**config.mk**
```make
export PLATFORM = sky130hd
export DESIGN_NAME = keypad_matrix_scan
export DESIGN_NICKNAME = d
export VERILOG_FILES = /design/src/rtl/keypad_matrix_scan.sv
export SDC_FILE = /design/constraint.sdc
export NUM_CORES = 1
export LEC_CHECK = 0
export ABC_AREA = 1
export BUFFER_PORTS_ARGS = -buffer_cell sky130_fd_sc_hd__buf_2
export CELL_PAD_IN_SITES_DETAIL_PLACEMENT = 1
export CELL_PAD_IN_SITES_GLOBAL_PLACEMENT = 2
export CORE_UTILIZATION = 37
export DETAILED_ROUTE_END_ITERATION = 8
export GPL_ROUTABILITY_DRIVEN = 0
export PLACE_DENSITY_LB_ADDON = 0.05
export SLEW_MARGIN = 20
export SYNTH_ARGS = -nofsm -noshare
export SYNTH_HDL_FRONTEND = slang
export SYNTH_SLANG_ARGS = --single-unit
```
**constraint.sdc**
```tcl
create_clock -name clk -period 5.2 [get_ports clk]
set_input_delay 0.26 -clock clk [delete_from_list [all_inputs] [get_ports clk]]
set_output_delay 0.26 -clock clk [all_outputs]
set_load 0.01 [all_outputs]
```
**src/rtl/keypad_matrix_scan.sv**
```systemverilog
// keypad_matrix_scan: active-low row strobe scanner with framed key image and single-key event handshake.
// Optional auto-repeat of the held key is enabled by defining KEYPAD_REPEAT_EN.
module keypad_matrix_scan #(
    parameter int ROWS     = 5,
    parameter int COLS     = 5,
    parameter int SCAN_DIV = 1000,
    parameter int CODE_W   = 5
`ifdef KEYPAD_REPEAT_EN
    ,
    parameter int REPEAT_FRAMES = 50
`endif
) (
    input  logic                 clk,
    input  logic                 RSTN,
    input  logic [COLS-1:0]      col_in,
    output logic [ROWS-1:0]      row_out,
    output logic [ROWS*COLS-1:0] btn_out,
    output logic                 frame_done,
    output logic                 key_valid,
    output logic [CODE_W-1:0]    key_code,
    input  logic                 key_ack,
    output logic                 overrun,
    input  logic                 ovr_clr
);
    localparam int N  = ROWS * COLS;
    localparam int RW = (ROWS > 1) ? $clog2(ROWS) : 1;
    localparam int DW = $clog2(SCAN_DIV);

    typedef enum logic [1:0] {DRIVE, SAMPLE, COMMIT} state_t;

    state_t              state_q, state_d;
    logic [DW-1:0]       div_q, div_d;
    logic [RW-1:0]       row_q, row_d;
    logic [COLS-1:0]     sync1_q, sync2_q;
    logic [N-1:0]        shadow_q, shadow_d;
    logic [N-1:0]        btn_q, btn_d;
    logic                frame_done_q;
    logic                key_valid_q, key_valid_d;
    logic [CODE_W-1:0]   key_code_q, key_code_d;
    logic                overrun_q, overrun_d;
    logic                do_sample, do_commit, last_row;
    logic [N-1:0]        new_press;
    logic                has_new, ev_fire, slot_free, rpt_fire;
    logic [CODE_W-1:0]   low_idx, ev_code;

    always_ff @(posedge clk or negedge RSTN) begin
        if (!RSTN) state_q <= DRIVE;
        else       state_q <= state_d;
    end

    always_comb begin
        state_d = state_q;
        case (state_q)
            DRIVE:   state_d = (div_q == DW'(SCAN_DIV - 2)) ? SAMPLE : DRIVE;
            SAMPLE:  state_d = last_row ? COMMIT : DRIVE;
            default: state_d = DRIVE;
        endcase
    end

    always_comb begin
        do_sample = state_q == SAMPLE;
        do_commit = state_q == COMMIT;
        last_row  = row_q == RW'(ROWS - 1);
        div_d     = (state_q == DRIVE) ? div_q + 1'b1 : '0;
        row_d     = (do_sample && !last_row) ? row_q + 1'b1 : do_commit ? '0 : row_q;
        btn_d     = do_commit ? shadow_q : btn_q;
        shadow_d  = shadow_q;
        for (int r = 0; r < ROWS; r++)
            if (do_sample && row_q == RW'(r)) shadow_d[r*COLS +: COLS] = sync2_q;
    end

    // Lowest newly pressed index wins; higher simultaneous presses are silently dropped.
    always_comb begin
        new_press = shadow_q & ~btn_q;
        has_new   = |new_press;
        low_idx   = '0;
        for (int i = N - 1; i >= 0; i--)
            if (new_press[i]) low_idx = CODE_W'(i);
    end

`ifdef KEYPAD_REPEAT_EN
    localparam int RCW = $clog2(REPEAT_FRAMES + 1);
    logic [RCW-1:0] rpt_q, rpt_d;
    logic           rpt_hold;

    always_comb begin
        rpt_hold = (shadow_q == btn_q) && (btn_q == (N'(1) << key_code_q));
        rpt_fire = rpt_hold && (rpt_q == RCW'(REPEAT_FRAMES - 1));
        rpt_d    = !do_commit ? rpt_q : (rpt_hold && !rpt_fire) ? rpt_q + 1'b1 : '0;
    end

    always_ff @(posedge clk or negedge RSTN) begin
        if (!RSTN) rpt_q <= '0;
        else       rpt_q <= rpt_d;
    end
`else
    assign rpt_fire = 1'b0;
`endif

    always_comb begin
        ev_fire     = do_commit && (has_new || rpt_fire);
        ev_code     = has_new ? low_idx : key_code_q;
        slot_free   = !key_valid_q || key_ack;
        key_valid_d = (ev_fire && slot_free) || (key_valid_q && !key_ack);
        key_code_d  = (ev_fire && slot_free) ? ev_code : key_code_q;
        overrun_d   = (ev_fire && !slot_free) || (overrun_q && !ovr_clr);
    end

    // Synchroniser stores columns already inverted, so 1 = key closed.
    always_ff @(posedge clk or negedge RSTN) begin
        if (!RSTN) begin
            div_q        <= '0;
            row_q        <= '0;
            sync1_q      <= '0;
            sync2_q      <= '0;
            shadow_q     <= '0;
            btn_q        <= '0;
            frame_done_q <= 1'b0;
            key_valid_q  <= 1'b0;
            key_code_q   <= '0;
            overrun_q    <= 1'b0;
        end else begin
            div_q        <= div_d;
            row_q        <= row_d;
            sync1_q      <= ~col_in;
            sync2_q      <= sync1_q;
            shadow_q     <= shadow_d;
            btn_q        <= btn_d;
            frame_done_q <= do_commit;
            key_valid_q  <= key_valid_d;
            key_code_q   <= key_code_d;
            overrun_q    <= overrun_d;
        end
    end

    assign row_out    = ~(ROWS'(1) << row_q);
    assign btn_out    = btn_q;
    assign frame_done = frame_done_q;
    assign key_valid  = key_valid_q;
    assign key_code   = key_code_q;
    assign overrun    = overrun_q;
endmodule

```
== Yosys cells after proc, flatten, opt, wreduce, memory -nomap -nowiden ==
Cells that the tools add are included.

* $mul: 0
* Muxes and demuxes: 31
* Reductions and logical operators: 24
* Div/mod/pow operators: 0
* Add/sub/neg operators: 2
* Eq/ne operators: 7
* Bitwise gates (word level): 4
* $lt $le $gt $ge: 0
* Shift-type cells: 1

{| class="wikitable"
|+ Operator list
! cell !! number
|-
| two-way mux 5 bit || 25
|-
| bitwise AND 25 bit || 1
|-
| NOT 25 bit || 1
|-
| OR reduction 25 bit || 1
|-
| logical AND 1 bit || 11
|-
| adder 10 x 1 -> 10 bit (second input constant) || 1
|-
| == test 10 bit (second input constant) || 1
|-
| two-way mux 10 bit || 1
|-
| NOT 5 bit || 2
|-
| == test 3 x 2 -> 1 bit (second input constant) || 2
|-
| two-way mux 3 bit || 2
|-
| zero test 1 bit || 5
|-
| left shift 1 x 3 -> 5 bit (first input constant) || 1
|-
| one-hot mux 2 bit (2 select lines) || 1
|-
| adder 3 x 1 -> 3 bit (second input constant) || 1
|-
| == test 3 x 1 -> 1 bit (second input constant) || 1
|-
| == test 3 bit (second input constant) || 1
|-
| zero test 3 bit || 1
|-
| logical OR 1 bit || 3
|-
| == test 2 x 1 -> 1 bit (second input constant) || 1
|-
| == test 2 bit (second input constant) || 1
|-
| zero test 2 bit || 1
|-
| two-way mux 2 bit || 1
|-
| AND reduction 2 bit || 1
|-
| other kinds (2) || 2
|}

* Output and inout bits: 38
* Memories: 0
* Input bits: 9
* Word-level logic and storage cells: 84
* Register bits after elaboration: 83
* RAM bits: 0
* Latch bits: 0
* ROM bits: 0

== Longest topological paths before layout ==
Gate-level depths: netlist of the first run.

* Word-level depth: 27
* Mapped depth: 26
* Gate-level depth less buffers: 26

== Least setup slack after synthesis of the first run ==
Ideal clock, no wire load.

* Kind: register -> register
* From: register btn_q[20] (netlist: btn_out[20])
* To: register key_code_q[0] (netlist: key_code[0])
* Path buffers: 0
* Required time: 5.084 ns
* Setup time: 0.116 ns
* Setup slack: 3.488 ns
* Arrival time: 1.596 ns
* Stages on the path, launching flop included: 24
* Clock period less this slack: 1.712 ns
* Path through: dfrtp_1 > or2_4 > nand2_2 > nand2_1 > nand2_1 > nand2_1 > nand2_1 > nand2_1 > nand2_1 > nand2_1 > nand2_1 > nand2_1 > nand2_1 > nand2_1 > nand2_1 > nand2_1 > nand2_1 > nand2_1 > nand2_1 > nand2_1 > nand2_1 > nand2_1 > nand2_1 > nand2_1

* Longest elaborated chain between the ends: 23
* Elaborated cells on any way between the ends: 27
* Those cells by class: mux: 21; bitwise: 2; reduce/logical: 4

{| class="wikitable"
|+ RTL lines
! element !! RTL line !! text
|-
| start, declared || 36 || <nowiki>logic [N-1:0] btn_q, btn_d;</nowiki>
|-
| start signal, assigned || 128 || <nowiki>btn_q <= btn_d;</nowiki>
|-
| NOT 25 bit * || 74 || <nowiki>new_press = shadow_q & ~btn_q;</nowiki>
|-
| bitwise AND 25 bit * || 74 ||
|-
| two-way mux 5 bit (21 in series) || 78 || <nowiki>if (new_press[i]) low_idx = CODE_W'(i);</nowiki>
|-
| end signal, assigned || 131 || <nowiki>key_code_q <= key_code_d;</nowiki>
|-
| end, declared || 39 || <nowiki>logic [CODE_W-1:0] key_code_q, key_code_d;</nowiki>
|}

Every way passes the cells marked *; elsewhere a longest branch is shown, timed or not.
A chain may end at the register's enable or synchronous reset.

== Worst setup path after layout of the first run ==
* From: register row_q[0]
* To: register shadow_q[20]

* Longest elaborated chain between the ends: 2

{| class="wikitable"
|+ RTL lines
! element !! RTL line !! text
|-
| start, declared || 33 || <nowiki>logic [RW-1:0] row_q, row_d;</nowiki>
|-
| start signal, assigned || 124 || <nowiki>row_q <= row_d;</nowiki>
|-
| == test 3 bit || 69 || <nowiki>if (do_sample && row_q == RW'(r)) shadow_d[r*COLS +: COLS] = sync2_q;</nowiki>
|-
| logical AND 1 bit || 69 ||
|-
| end signal, assigned || 127 || <nowiki>shadow_q <= shadow_d;</nowiki>
|-
| end, declared || 35 || <nowiki>logic [N-1:0] shadow_q, shadow_d;</nowiki>
|}

Every way passes these cells.

==> flow_metrics.tcl, run 1 <==
set metrics [dict create \
    dr.pass1.iters 4 \
    cts_sinks 83 \
    clockRootBuffer "clkbuf_8" \
    p_sw_share_pct 21.89 \
    ys_warn_count 0 \
    grt_usage_pct 18.23 \
    rsz0062_at_grt "false" \
    clock_latency_ns 0.36 \
    cp-end-kind "flop" \
    power_mw 1.204 \
    slew_viol_final 0 \
    grt-ovfl-total 0 \
    post-route-min-period_ns 2.009 \
    grt_start_max_net_pins 66 \
    synth_edf_count 0 \
    drcViolationCount 0 \
    die_x_um 100.1 \
    via_count 2724 \
    row_count 35 \
    path_clk_slew_ns 0.09 \
    hold_class "input pin to flop" \
    num_antenna_cells 0 \
    period_share_pct 38.63 \
    fin_nets 474 \
    netlist_instances 404 \
    cts-buffers-inserted 9 \
    hold_viol 0 \
    synth_area_per_cell_sq_um 8.811 \
    pwr-share-seq_pct 54.1 \
    post_dp_cell_area_sq_mm 0.003946 \
    status "finished, final reports clean" \
    hpwl_um 5872 \
    criticalPathCategory "flop to flop" \
    start_util_pct 38.34 \
    p_leak_nw 2.185 \
    max_freq_mhz 497.8 \
    clk_path_buf_depth 2 \
    cp.arrival_ns 2.20 \
    pwr-share-comb_pct 1.9 \
    worst-path-max-fanout 11 \
    post_drt_wl_per_cell_um 13.72 \
    drt_wl_total_um 8121 \
    utilization_pct 45.05 \
    area_growth_pct 17.50 \
    finalSetupViolCount 0 \
    antenna_found_initial 0 \
    synth-async-reset-ratio_pct 100.0 \
    yosys.area.top_type "dfrtp_1" \
    ys_types 26 \
    p_int_uw 940.8 \
    powerDensity_mw_per_mm2 287.9 \
    grt_pass1_wl_um 13800 \
    cts_setup_buffers 0 \
    post_cts_resized 0 \
    worstPathRequired_ns 5.39 \
    postSynthNetCount 420 \
    worst_setup_path_start_kind "flop" \
    port-buffer-count 46 \
    htree_levels 3 \
    skew_ns 0.01137 \
    yosysMostFrequentCell "nand2_1" \
    core-area_sq_mm 0.009284 \
    drt-vias-per-instance 4.601 \
    switchingPower_uw 263.6 \
    power.share.clock_pct 44.0 \
    design_area_sq_mm 0.004183 \
    ioPinCount 47 \
    tns_ns 0 \
    synth_top_area_share_pct 58.35 \
    die_y_um 100.1 \
    drt-initial-drc-count 78 \
    cap_viol_max_count 0 \
    syn_area_sq_mm 0.003560 \
    ant_nets 0 \
    yosysSeqAreaShare_pct 58.35 \
    synth_common_cells "nand2_1 (109), dfrtp_1 (83), o21ai_0 (58)" \
    die_area_sq_mm 0.01002 \
    ys_ff_latch 83 \
    synth_flop_cell "dfrtp_1" \
    drive_gt1_share_pct 18.57 \
    cts_tree "yes" \
    fin_hold_ws_ns 0.03057 \
    worst_ir_drop_vdd_mv 0.1480 \
    relSlewSlack_pct 34.59 \
    synthTopCellsByArea "dfrtp_1 (58%), nand2_1 (11%), o21ai_0 (8.2%)" \
    worst_pin_slew_ns 0.9737 \
    grt_pass1_vias 2775 \
]
==> worst max-delay path, cell delays in order, from the launching register on <==
cell and delay (ns):
dfrtp_1 0.44, inv_1 0.10, ha_1 0.20, nand2_1 0.14
nor3_1 0.77, o21ai_0 0.19
==> kinds of logic after synthesis <==
kind of cell	after synthesis	share of synthesized area, %
compound gates	72	10.54
fa+ha+maj	7	2.460
xor+xnor	1	0.2461
simple gates	180	21.97
buf+inv	61	6.432
flops	83	58.35
==> metrics by stage <==
stage	setup slack, ns	instances
2_1_floorplan	3.488	404
3_3_place_gp	3.192	575
3_5_place_dp	3.131	575
4_1_cts	3.112	592
5_1_grt	2.912	592
6_report	3.191	592
==> final timing paths <==
check	from	to	slack [ns]	cells after the start
max	row_q[0]$_DFFE_PN0P_	shadow_q[20]$_DFFE_PN0P_	3.19	5
min	col_in[2]	sync1_q[2]$_DFF_PN0_	0.03	2
max reg2reg	row_q[0]$_DFFE_PN0P_	shadow_q[20]$_DFFE_PN0P_	3.19	5
min reg2reg	sync1_q[1]$_DFF_PN0_	sync2_q[1]$_DFF_PN0_	0.35	0
max in group asynchronous	RSTN	shadow_q[21]$_DFFE_PN0P_	3.79	3
min in group asynchronous	RSTN	btn_out[8]$_DFFE_PN0P_	0.31	2
==> sequential cells by signal, indices dropped and copies added, names as in the netlist <==
name and count:
key_code 5, frame_done 1, state_q 2, sync1_q 5, btn_out 25, overrun 1
div_q 10, shadow_q 25, key_valid 1, sync2_q 5, row_q 3
==> power by group through the flow <==
stage	Clock (mW)	Sequential [mW]	Combinational (mW)
floorplan	0	0.664	0.00268
global placement	0	0.664	0.0242
detailed placement	0	0.664	0.0241
CTS	0.549	0.652	0.0246
global route	0.575	0.652	0.0273
finish	0.530	0.651	0.0230
==> cell type report <==
type | instances | area [sq um]
tap | 129 | 161.4
fill | 1119 | 5101
multi-input combinational | 260 | 1254
inverter | 55 | 206.4
clock inverter | 5 | 85.08
clock buffer | 11 | 141.4
sequential | 83 | 2077
timing repair buffer | 49 | 257.7
==> layout by cell type (no fill, tap or decap), drive strengths merged <==
cell	instances
nand4	1
nor4	1
o21ai	60
nor2	33
o21bai	1
xor2	1
nor3	5
clkbuf	11
nand2	110
nand3	9
buf	48
or2	20
inv	56
dlygate4sd3	1
nor3b	1
o22ai	2
clkinv	1
o32a	1
ha	7
a31oi	2
bufinv	2
dfrtp	83
a21oi	5
o31ai	1
clkinvlp	1
==> layer usage <==
metal	vias to the layer above	GRT usage (%)	wire length, um
li1	1376	-	-
met1	1304	23.21	3908
met2	33	30.77	3888
met3	11	3.134	198
met4	0	7.692	125
met5	-	0	0
==> timing repair <==
item	in CTS	in global routing
hold buffers	1	0
endpoints found under the hold margin	18	0
setup endpoints to repair	0	0
Power figures use the tool's default switching activity.
==> run 2: changes to the inputs <==
CORE_UTILIZATION = 35   (was 37)
clock period = 2 ns   (was 5.2 ns; I/O delays follow)
==> flow_metrics.tcl, run 2 (synthesis results as in run 1) <==
set metrics [dict create \
    tns_ns 0 \
    rsz0062_at_grt "true" \
    htree_levels 3 \
    r2r-end "key_code[0]$_DFFE_PN0P_" \
    dr.pass1.iters 4 \
    cp-end-kind "flop" \
    worstReg2RegStart "btn_out[20]$_DFFE_PN0P_" \
    p_leak_nw 2.233 \
    hold_viol 0 \
    crit_start "btn_out[20]$_DFFE_PN0P_" \
    path_clk_slew_ns 0.08 \
    post_dp_cell_area_sq_mm 0.003979 \
    hold_path_depth 4 \
    grt_usage_pct 18.39 \
    worst_setup_path_start_kind "flop" \
    cts_tree "yes" \
    port-buffer-count 46 \
    area_growth_pct 20.46 \
    slew_viol_final 0 \
    reg2regPathDepth 23 \
    start_util_pct 36.25 \
    drt_wl_total_um 8731 \
    worst_pin_slew_ns 0.3904 \
    worstPathRequired_ns 2.25 \
    max_freq_mhz 543.2 \
    relSlewSlack_pct 73.88 \
    drt-vias-per-instance 4.629 \
    status "finished, final reports clean" \
    design_area_sq_mm 0.004288 \
    criticalPathCategory "flop to flop" \
    ioPinCount 47 \
    r2r_setup_slack_ns 0.16 \
    drcViolationCount 0 \
    cap_viol_max_count 0 \
    holdPathEnd "key_valid$_DFF_PN0_" \
    clock_latency_ns 0.35 \
    period_share_pct 92.04 \
    ant_nets 0 \
    critPathSlowestCell "dfrtp_1" \
    final_cell_mix "nand2_1 (108), dfrtp_1 (83), o21ai_0 (58)" \
    post_drt_wl_per_cell_um 14.41 \
    clk_path_buf_depth 2 \
    grt_pass1_wl_um 14230 \
    drive_gt1_share_pct 19.24 \
    via_count 2805 \
    cpLargestDelayFamily "simple AND/OR/NAND/NOR gates" \
    path_cells "or2_4 > nand2_2 > nand2_1 > nand2_1 > nand2_1 > nand2_1 > nand2_1 > nand2_1 > nand2_1 > nand2_1 > nand2_1 > nand2_1 > nand2_1 > nand2_1 > nand2_1 > nand2_1 > nand2_1 > nand2_1 > nand2_1 > nand2_1 > nand2_1 > nand2_1 > nand2_1" \
    crit_buf_inv 0 \
    hold_class "input pin to flop" \
    power_mw 3.113 \
    worst_ir_drop_vdd_mv 0.3292 \
    die_area_sq_mm 0.01058 \
    cts-buffers-inserted 9 \
    final_common_cell "nand2_1" \
    hpwl_um 6343 \
    worst-path-max-fanout 3 \
    nFillCells 1217 \
    finalSetupViolCount 0 \
    cts_sinks 83 \
    post-route-min-period_ns 1.841 \
    grt-ovfl-total 0 \
    antenna_found_initial 0 \
    fin_nets 484 \
    cp.arrival_ns 2.09 \
    path_common_cell "nand2_1" \
    powerDensity_mw_per_mm2 726.0 \
    num_antenna_cells 0 \
    min_from "key_ack" \
    grt_pass1_vias 2806 \
    row_count 36 \
    max_stage_delay_ns 0.39 \
    die_y_um 102.9 \
    grt_start_max_net_pins 68 \
    skew_ns 0.01012 \
    core-area_sq_mm 0.009819 \
    drt-initial-drc-count 82 \
    die_x_um 102.9 \
    clockRootBuffer "clkbuf_8" \
]
==> run 2: area by class of cell <==
cell class	count	area [sq um]	share of cell area (%)
Timing Repair Buffer	59	360.3	8.404
Sequential cell	83	2077	48.44
Clock inverter	4	73.82	1.722
Clock buffer	12	145.1	3.385
Inverter	55	206.4	4.815
Tap cell	133	166.4	3.881
Multi-Input combinational cell	260	1259	29.36
==> run 2: stage by stage <==
step | hold WS, ns | std cells | setup slack [ns] | utilization, %
2_1_floorplan | -0.1956 | 404 | 0.2881 | -
3_3_place_gp | -0.007752 | 581 | 0.1706 | 40.52
3_5_place_dp | -0.007918 | 581 | 0.1620 | 40.52
4_1_cts | 0.03179 | 604 | 0.1320 | 43.46
5_1_grt | 0.05794 | 606 | -0.1218 | 43.67
6_report | 0.04135 | 606 | 0.1592 | 43.67
==> run 2: worst min-delay path: stages <==
cell and delay (ns):
buf_2 0.07, nor2_1 0.06, inv_1 0.07, nand2_1 0.05
==> run 2: power by group <==
group / switching [mW] / internal, mW / leakage (nW)
Combinational: 0.0523 / 0.0230 / 1.00
Clock: 0.605 / 0.739 / 0.111
Sequential: 0.00511 / 1.69 / 1.12
==> run 2: worst max-delay path by stage <==
stage                                   end  cells past startpoint
CTS                 key_code[0]$_DFFE_PN0P_                     23
global placement    key_code[0]$_DFFE_PN0P_                     23
floorplan           key_code[0]$_DFFE_PN0P_                     23
global route        key_code[0]$_DFFE_PN0P_                     26
detailed placement  key_code[0]$_DFFE_PN0P_                     23
finish              key_code[0]$_DFFE_PN0P_                     23
==> run 2: per-layer routing <==
| metal | wire length [um] | track usage (%) | vias up |
|---|---|---|---|
| li1 | - | - | 1395 |
| met1 | 4164 | 24.17 | 1361 |
| met2 | 4179 | 29.74 | 38 |
| met3 | 254 | 4.475 | 11 |
| met4 | 133 | 6.392 | 0 |
| met5 | 0 | 0 | - |
==> run 2: timing repair <==
item	CTS	global route
endpoints found under the setup margin	0	1
resized for setup	0	2
hold endpoints to repair	89	0
setup buffers	0	2
hold buffers	7	0
